**config.mk**
```make
export PLATFORM = sky130hd
export DESIGN_NAME = vga_sync_gen
export DESIGN_NICKNAME = d
export VERILOG_FILES = /design/src/rtl/vga_timing_pkg.sv /design/src/rtl/vga_sync_gen_pixel_tick_div.sv /design/src/rtl/vga_sync_gen.sv
export SDC_FILE = /design/constraint.sdc
export NUM_CORES = 1
export LEC_CHECK = 0
export ABC_CLOCK_PERIOD_IN_PS = 2300
export CAP_MARGIN = 10
export CORE_MARGIN = 2
export CORE_UTILIZATION = 50
export DETAILED_ROUTE_END_ITERATION = 8
export GPL_TIMING_DRIVEN = 0
export PLACE_DENSITY = 0.84
export SLEW_MARGIN = 20
export SYNTH_ARGS = -nofsm -noshare
export SYNTH_HDL_FRONTEND = slang
export SYNTH_SLANG_ARGS = --single-unit
export TNS_END_PERCENT = 100
```
**constraint.sdc**
```tcl
create_clock -name clock -period 2.3 [get_ports clock]
set_input_delay 0.345 -clock clock [delete_from_list [all_inputs] [get_ports clock]]
set_output_delay 0.345 -clock clock [all_outputs]
set_load 0.01 [all_outputs]
```
**src/rtl/vga_timing_pkg.sv**
```systemverilog
// Shared VGA timing constants (640x480@60 defaults), coordinate width,
// play-field limits used by the renderers, and a small window-decode helper.
package vga_timing_pkg;

    localparam int COORD_W = 10;

    localparam int H_ACTIVE = 640;
    localparam int H_FRONT  = 16;
    localparam int H_SYNC   = 96;
    localparam int H_BACK   = 48;
    localparam int H_TOTAL  = H_ACTIVE + H_FRONT + H_SYNC + H_BACK;

    localparam int V_ACTIVE = 480;
    localparam int V_FRONT  = 10;
    localparam int V_SYNC   = 2;
    localparam int V_BACK   = 33;
    localparam int V_TOTAL  = V_ACTIVE + V_FRONT + V_SYNC + V_BACK;

    localparam int CLK_DIV_DEFAULT  = 4;
    localparam logic SYNC_POL_DEFAULT = 1'b0;

    // Play-field limits shared by the ball, paddle and brick renderers.
    localparam int WALL_THICK   = 8;
    localparam int FIELD_LEFT   = WALL_THICK;
    localparam int FIELD_RIGHT  = H_ACTIVE - WALL_THICK - 1;
    localparam int FIELD_TOP    = WALL_THICK;
    localparam int FIELD_BOTTOM = V_ACTIVE - 1;

    // True when start <= pos < start + width.
    function automatic logic in_window(input logic [COORD_W-1:0] pos,
                                       input int start,
                                       input int width);
        int p;
        p = int'(pos);
        return (p >= start) && (p < start + width);
    endfunction

endpackage

```
**src/rtl/vga_sync_gen_pixel_tick_div.sv**
```systemverilog
// Clock divider producing a one-clock strobe every CLK_DIV system clocks.
// With CLK_DIV = 1 the counter stays at zero and the strobe is always high.
module pixel_tick_div #(
    parameter int CLK_DIV = 4
) (
    input  logic clock,
    input  logic reset,
    output logic pixel_tick_o
);

    localparam int DIV_W = (CLK_DIV > 1) ? $clog2(CLK_DIV) : 1;
    localparam logic [DIV_W-1:0] DIV_LAST = DIV_W'(CLK_DIV - 1);

    logic [DIV_W-1:0] div_cnt_q;
    logic [DIV_W-1:0] div_cnt_d;

    assign pixel_tick_o = (div_cnt_q == DIV_LAST);

    // Wrap to zero on the terminal count, otherwise count up.
    always_comb begin
        div_cnt_d = div_cnt_q + 1'b1;
        if (pixel_tick_o) begin
            div_cnt_d = '0;
        end
    end

    // Divider count register.
    always_ff @(posedge clock or posedge reset) begin
        if (reset) begin
            div_cnt_q <= '0;
        end else begin
            div_cnt_q <= div_cnt_d;
        end
    end

endmodule

```
**src/rtl/vga_sync_gen.sv**
```systemverilog
// VGA scan timing: pixel-rate divider, horizontal/vertical scan counters,
// sync decode, video-active qualifier and a once-per-frame tick issued on
// the first clock of the first blanking line.
module vga_sync_gen #(
    parameter int   CLK_DIV  = vga_timing_pkg::CLK_DIV_DEFAULT,
    parameter int   H_ACTIVE = vga_timing_pkg::H_ACTIVE,
    parameter int   H_FRONT  = vga_timing_pkg::H_FRONT,
    parameter int   H_SYNC   = vga_timing_pkg::H_SYNC,
    parameter int   H_BACK   = vga_timing_pkg::H_BACK,
    parameter int   V_ACTIVE = vga_timing_pkg::V_ACTIVE,
    parameter int   V_FRONT  = vga_timing_pkg::V_FRONT,
    parameter int   V_SYNC   = vga_timing_pkg::V_SYNC,
    parameter int   V_BACK   = vga_timing_pkg::V_BACK,
    parameter logic SYNC_POL = vga_timing_pkg::SYNC_POL_DEFAULT
) (
    input  logic       clock,
    input  logic       reset,
    output logic       pixel_tick,
    output logic [9:0] pixel_x,
    output logic [9:0] pixel_y,
    output logic       hsync,
    output logic       vsync,
    output logic       video_on,
    output logic       frame_tick
);

    import vga_timing_pkg::*;

    localparam int H_TOT    = H_ACTIVE + H_FRONT + H_SYNC + H_BACK;
    localparam int V_TOT    = V_ACTIVE + V_FRONT + V_SYNC + V_BACK;
    localparam int HS_START = H_ACTIVE + H_FRONT;
    localparam int VS_START = V_ACTIVE + V_FRONT;

    localparam logic [COORD_W-1:0] H_LAST  = COORD_W'(H_TOT - 1);
    localparam logic [COORD_W-1:0] V_LAST  = COORD_W'(V_TOT - 1);
    localparam logic [COORD_W-1:0] H_VIS   = COORD_W'(H_ACTIVE);
    localparam logic [COORD_W-1:0] V_VIS   = COORD_W'(V_ACTIVE);

    if (H_TOT > (1 << COORD_W)) begin : g_bad_h_total
        $error("vga_sync_gen: horizontal total exceeds coordinate range");
    end
    if (V_TOT > (1 << COORD_W)) begin : g_bad_v_total
        $error("vga_sync_gen: vertical total exceeds coordinate range");
    end
    if ((CLK_DIV < 1) || (CLK_DIV > 16)) begin : g_bad_clk_div
        $error("vga_sync_gen: CLK_DIV outside 1..16");
    end

    logic               pixel_tick_w;
    logic [COORD_W-1:0] h_q, h_d;
    logic [COORD_W-1:0] v_q, v_d;
    logic               hsync_q, hsync_d;
    logic               vsync_q, vsync_d;
    logic               frame_tick_q, frame_tick_d;

    pixel_tick_div #(
        .CLK_DIV (CLK_DIV)
    ) u_pixel_tick_div (
        .clock        (clock),
        .reset        (reset),
        .pixel_tick_o (pixel_tick_w)
    );

    // Next scan position; syncs and frame tick are decoded from it so the
    // registered outputs line up with the registered counts.
    always_comb begin
        h_d = h_q;
        v_d = v_q;
        if (pixel_tick_w) begin
            if (h_q == H_LAST) begin
                h_d = '0;
                if (v_q == V_LAST) begin
                    v_d = '0;
                end else begin
                    v_d = v_q + 1'b1;
                end
            end else begin
                h_d = h_q + 1'b1;
            end
        end
        hsync_d = in_window(h_d, HS_START, H_SYNC) ? SYNC_POL : ~SYNC_POL;
        vsync_d = in_window(v_d, VS_START, V_SYNC) ? SYNC_POL : ~SYNC_POL;
        // Only the edge that moves the counts onto (0, V_ACTIVE) fires the
        // tick, so it stays single-cycle while that position is held.
        frame_tick_d = pixel_tick_w && (h_d == '0) && (v_d == V_VIS);
    end

    // Scan counters and registered timing outputs.
    always_ff @(posedge clock or posedge reset) begin
        if (reset) begin
            h_q          <= '0;
            v_q          <= '0;
            hsync_q      <= ~SYNC_POL;
            vsync_q      <= ~SYNC_POL;
            frame_tick_q <= 1'b0;
        end else begin
            h_q          <= h_d;
            v_q          <= v_d;
            hsync_q      <= hsync_d;
            vsync_q      <= vsync_d;
            frame_tick_q <= frame_tick_d;
        end
    end

    assign pixel_tick = pixel_tick_w;
    assign pixel_x    = h_q;
    assign pixel_y    = v_q;
    assign hsync      = hsync_q;
    assign vsync      = vsync_q;
    assign frame_tick = frame_tick_q;
    assign video_on   = (h_q < H_VIS) && (v_q < V_VIS);

endmodule

```
; Word-level counts from Yosys, hierarchy flattened
; Index checks and enable logic that the tools add are counted.
[word_totals]
out_inout_bits = 25
register_bits = 25
word_cells = 33
in_bits = 2
[op_classes]
reduce_logical = 6
eq_ne = 4
n_lt_le_gt_ge = 6
mux = 8
n_addsub = 3
[ops]
columns = operator, n
row1 = 10-bit 2-to-1 mux, 5
row2 = "10-bit by 1-bit adder with 10-bit output, second input constant", 2
row3 = "10-bit equality test, second input constant", 2
row4 = "10-bit < comparator, second input constant", 2
row5 = "10-bit by 9-bit < comparator with 1-bit output, second input constant", 2
row6 = "10-bit by 9-bit equality test with 1-bit output, second input constant", 1
row7 = "10-bit >= comparator, second input constant", 1
row8 = "10-bit by 9-bit >= comparator with 1-bit output, second input constant", 1
row9 = 10-bit logical NOT, 1
row10 = 1-bit logical AND, 5
row11 = "2-bit by 1-bit adder with 2-bit output, second input constant", 1
row12 = "2-bit equality test, second input constant", 1
row13 = 1-bit 2-to-1 mux, 2
row14 = 2-bit 2-to-1 mux, 1

; Logic depth before layout (Yosys ltp)
[logic_depth]
ltp_word = 7
depth_mapped = 9

; By module
; Synthesis repeated with hierarchy kept, for this count alone.
[unflattened]
hier_cells = 161
area_unflattened_um2 = 1517.7
[by_module_without_submodules]
columns = module, cells_per_inst, seq_area_each_um2, area_per_inst_um2, n_inst
row1 = vga_sync_gen, 156, 578.1, 1447.6, 1
row2 = pixel_tick_div, 5, 50.0, 70.1, 1

; Least setup slack after synthesis
; OpenSTA, ideal clock, no wires.
[synth_timing]
kind = register to register
from = register u_pixel_tick_div.div_cnt_q[0]
to = register frame_tick_q, in the netlist frame_tick
period_less_slack_ns = 2.200
path_stages_with_launch = 10
t_required_ns = 2.232
path_buffers = 2
arrival_time_ns = 2.133
setup_slack_ns = 0.100
cell_sequence = dfrtp_1 ha_1 buf_4 and3_1 buf_6 nand2_4 or4_4 a211oi_2 and4_1 and4_1
[synth_between]
elab_chain_len = 5
elab_cells_between_ends = 7
[synth_lines]
columns = item, line
row1 = from (decl), vga_sync_gen_pixel_tick_div.sv:14  ; logic [DIV_W-1:0] div_cnt_q;
row2 = from (signal assigned), vga_sync_gen_pixel_tick_div.sv:32  ; div_cnt_q <= div_cnt_d;
row3 = 2-bit equality test *, vga_sync_gen_pixel_tick_div.sv:17  ; assign pixel_tick_o = (div_cnt_q == DIV_LAST);
row4 = named net pixel_tick, vga_sync_gen.sv:18  ; output logic pixel_tick,
row5 = 10-bit 2-to-1 mux, vga_sync_gen.sv:69  ; if (pixel_tick_w) begin
row6 = 10-bit logical NOT, vga_sync_gen.sv:85  ; frame_tick_d = pixel_tick_w && (h_d == '0) && (v_d == V_VIS);
row7 = 1-bit logical AND, vga_sync_gen.sv:85
row8 = 1-bit logical AND *, vga_sync_gen.sv:85
row9 = named net frame_tick_d, vga_sync_gen.sv:54  ; logic frame_tick_q, frame_tick_d;
row10 = to (signal assigned), vga_sync_gen.sv:101  ; frame_tick_q <= frame_tick_d;
row11 = to (decl), vga_sync_gen.sv:54
; The timed path passes the listed nets; every way through them passes the cells marked *.

; Worst setup path after layout
[layout_timing]
from = register u_pixel_tick_div.div_cnt_q[0]
to = register frame_tick_q, in the netlist frame_tick
[layout_between]
elab_chain_len = 5
elab_cells_between_ends = 7
[layout_lines]
columns = item, line
row1 = 2-bit equality test *, vga_sync_gen_pixel_tick_div.sv:17
row2 = 10-bit 2-to-1 mux, vga_sync_gen.sv:69
row3 = 10-bit logical NOT, vga_sync_gen.sv:85
row4 = 1-bit logical AND, vga_sync_gen.sv:85
row5 = 1-bit logical AND *, vga_sync_gen.sv:85
row6 = named net frame_tick_d, vga_sync_gen.sv:54
; Marked as above.

==> flow_summary.rst <==
.. list-table::
   :header-rows: 1

   * - Metric
     - Value
   * - Footprint of the multi-input gates
     - 774 sq um
   * - Average wire per standard cell
     - 16.1 microns
   * - Final setup violation count
     - 0
   * - Placement row count
     - 19
   * - Combinational share of power
     - 1.5%
   * - HPWL reported at the end of detailed placement
     - 2400 microns
   * - Number of remaining DRC errors
     - 0
   * - Max Clock Skew
     - 0.00366 ns
   * - Total vias in the final route
     - 1256
   * - Syn_nets
     - 152
   * - Unrepaired setup endpoints after global routing
     - true
   * - Switch Pwr
     - 138 uW
   * - Clock edge transition at the registers on the reported setup and hold paths
     - 0.13 ns
   * - Max-capacitance violation count
     - 0
   * - RD Place Congestion
     - 0.826
   * - Power Density
     - 348 nW/um^2
   * - CP Cell Sequence
     - ha_2, buf_6, and3_4, buf_6, nand2_4, or4_4, a211oi_2, and4_1, and4_1
   * - Number of buffers on the longest clock path
     - 2
   * - Start-to-end type of the worst setup path
     - flop to flop
   * - Antenna fix cells
     - 0
   * - Remaining Overflow, GRT
     - 0
   * - Peak VDD IR
     - 0.000338 V
   * - CP endpoint kind
     - flop
   * - Clock net sink count
     - 25
   * - Pleak
     - 0.000786 uW
   * - Buffers on Ports
     - 26
   * - Internal power of the cells
     - 509 uW
   * - Slew HR
     - 38.7%
   * - Final clock period utilization by the worst path
     - 97.3%
   * - Post-synthesis sequential area ratio
     - 43.3%
   * - Arrival time of the worst setup path
     - 2.51 ns
   * - Fraction of final layout cells sized beyond drive strength 1
     - 18.7%
   * - Outcome
     - completed
   * - Library cells used by synthesis
     - 46
   * - Total negative slack for setup checks
     - 0 ns
   * - Fill cell instance count of the final layout
     - 219
   * - Critical Path Fanout Max
     - 8
   * - Max-slew violation total from the final report
     - 0
   * - Final min period
     - 2.24 ns
   * - Number of enable flip-flop cells after synthesis
     - 0
   * - Overall die height
     - 57.9 microns
   * - First-pass GRT wire length
     - 5460 microns
   * - Most common flop cell mapped by yosys
     - sky130_fd_sc_hd__dfrtp_1
   * - Wire length after detailed routing
     - 3420 microns
   * - Sw Share
     - 21.3%
   * - Number of global-route vias before repair
     - 1262
   * - Type of the tightest min-delay check
     - flop to flop
   * - Initial antenna violation count
     - 0
   * - CTS Root Cell
     - sky130_fd_sc_hd__clkbuf_4
   * - Count of warnings emitted by yosys
     - 0
   * - CTS H-tree lvls
     - 1
   * - Largest net degree at the start of global routing
     - 26
   * - Quantity of hold-fixing buffers added after cts
     - 0
   * - Clk Latency, worst-skew pair
     - 0.32 ns
   * - Most used cells in the layout excluding fill and tap cells
     - sky130_fd_sc_hd__clkdlybuf4s50_1 (26), sky130_fd_sc_hd__dfrtp_1 (20), sky130_fd_sc_hd__nand2_1 (18), sky130_fd_sc_hd__inv_1 (11), sky130_fd_sc_hd__xnor2_1 (7)
   * - Post-Syn Area per Cell
     - 9.94 sq um
   * - Most frequent standard cell in the layout excluding fill and tap cells
     - sky130_fd_sc_hd__clkdlybuf4s50_1
   * - Violation count after the first detailed-routing iteration
     - 78
   * - Timing-limited maximum frequency
     - 447 MHz
   * - Count of mapped cells out of synthesis
     - 146
   * - Buffers and inverters on the worst path
     - 2
   * - Standard cell with the maximum stage delay on the critical path
     - sky130_fd_sc_hd__or4_4
   * - Initial Utilization
     - 52.6%
   * - Hold violation count in the final report
     - 0
   * - Cell area after synthesis
     - 1450 sq um
   * - Die X
     - 57.9 microns
   * - Fraction of power consumed by sequential logic
     - 67.9%
   * - Number of nets in the finished design
     - 189
   * - Nature of the critical path startpoint
     - flop
   * - Number of ports placed on the die boundary
     - 27
   * - Final design utilization
     - 67.5%
   * - Total clock buffers created by CTS
     - 3
   * - Final design instance area without fill
     - 1860 sq um
   * - Number of antenna-violating nets in the routed design
     - 0
   * - Total routing usage reported by global routing
     - 21.2%
   * - Number of detailed-route iterations in the first pass
     - 4
   * - Via count normalized by instance count
     - 5.90
   * - Cell family contributing the most delay on the critical path
     - simple AND/OR/NAND/NOR gates
   * - Total area of sequential cells
     - 632 sq um
   * - Data required time at the worst endpoint
     - 2.57 ns
   * - Clock share of power
     - 30.6%
   * - Syn-to-layout area delta
     - 28.2%
   * - Area of the core
     - 2760 sq um
   * - Crit-path max cell delay
     - 0.43 ns
   * - Instance area at placement
     - 1750 sq um
   * - Actual slew at the worst max-slew pin
     - 0.919 ns
   * - Overall die area
     - 3350 sq um
   * - Share of flip-flops with an asynchronous set or reset after synthesis
     - 100%
   * - TritonCTS clock tree
     - yes
   * - Number of flip-flops and latches in the synthesized netlist
     - 25
[routing by layer]
metal	part of all wire, %	track usage, %
met2	52	36.2
met4	2.0	11.3
met1	40	26.2
met3	5.8	2.46
met5	0	0
[final timing paths]
check                                                end  slack [ns]                           from  cells after the start
setup / recovery                              frame_tick        0.06  u_pixel_tick_div.div_cnt_q[0]                      9
min in group asynchronous                     pixel_y[9]        0.51                          reset                      2
hold / removal             u_pixel_tick_div.div_cnt_q[0]        0.45  u_pixel_tick_div.div_cnt_q[0]                      1
setup reg to reg                              frame_tick        0.06  u_pixel_tick_div.div_cnt_q[0]                      9
max in group asynchronous                     pixel_y[4]        1.17                          reset                      2
hold reg to reg            u_pixel_tick_div.div_cnt_q[0]        0.45  u_pixel_tick_div.div_cnt_q[0]                      1
[flip-flops by register name, summed over array words and instances (netlist names)]
| signal | cells |
|---|---|
| frame_tick | 1 |
| hsync | 1 |
| pixel_x | 10 |
| pixel_y | 10 |
| u_pixel_tick_div.div_cnt_q | 2 |
| vsync | 1 |
[stage by stage]
step	setup WS (ns)	power [uW]	cells	hold WS, ns
after floorplan	0.0996	454	146	0.371
after detailed placement	-0.00144	458	203	0.426
after global placement	0.0174	458	203	0.414
after global routing	-0.0324	669	213	0.497
after CTS	0.00312	654	207	0.445
final	0.0610	647	213	0.453
[cells by family after synthesis]
logic type	synth area share, %
AOI/OAI and AO/OA	11.6
xor gates and xnor gates	7.84
adders and majority gates	3.45
buffers and inverters	5.52
DFF	43.3
muxes	2.16
and+or+nand+nor	26.1
[area by class of cell]
| cell class | count | area share [%] |
|---|---|---|
| inverters | 11 | 2.22 |
| flip-flops and latches | 25 | 34.0 |
| well taps | 31 | 2.08 |
| multi-input cells | 105 | 41.6 |
| repair buffers | 32 | 16.4 |
| plain buffers | 5 | 2.29 |
| clock buffers | 4 | 1.41 |
[power groups by stage]
| stage | clock network (uW) | registers, uW | logic [uW] |
|---|---|---|---|
| floorplan | 0 | 448 | 6.50 |
| global placement | 0 | 448 | 10.3 |
| detailed placement | 0 | 448 | 10.4 |
| CTS | 204 | 440 | 10.5 |
| global route | 218 | 440 | 11.6 |
| finish | 198 | 440 | 9.72 |
[worst register-to-register path: cells and delay by family (launching register included)]
kind	cells	cell delay, ns
simple gates	5	1.12
compound gates	1	0.24
flops	1	0.38
fa+ha+maj	1	0.20
buf+inv	2	0.25
[synth_stat cells, drive strengths merged (2+ instances only)]
master	n	share of area [%]
a31oi	2	0.86
inv	11	2.8
nor3	6	2.1
and4	2	1.2
mux2i	2	1.4
or4	2	1.6
a21oi	5	1.7
ha	4	3.4
xor2	6	3.6
o21a	2	1.0
dfstp	2	3.6
nor4	3	2.3
xnor2	7	4.2
nand3	6	2.1
nor2	6	1.6
a211oi	3	1.9
buf	4	2.4
and3	4	1.7
o21ai	4	1.4
nand4	6	3.6
dfrtp	23	40
nand2	19	5.4
[what timing repair did]
item | in CTS | in global routing
buffers inserted | 0 | 6
pin swaps | 1 | 4
endpoints found under the setup margin | 1 | 3
resized for setup | 2 | 8
Power figures use the tool's default switching activity.
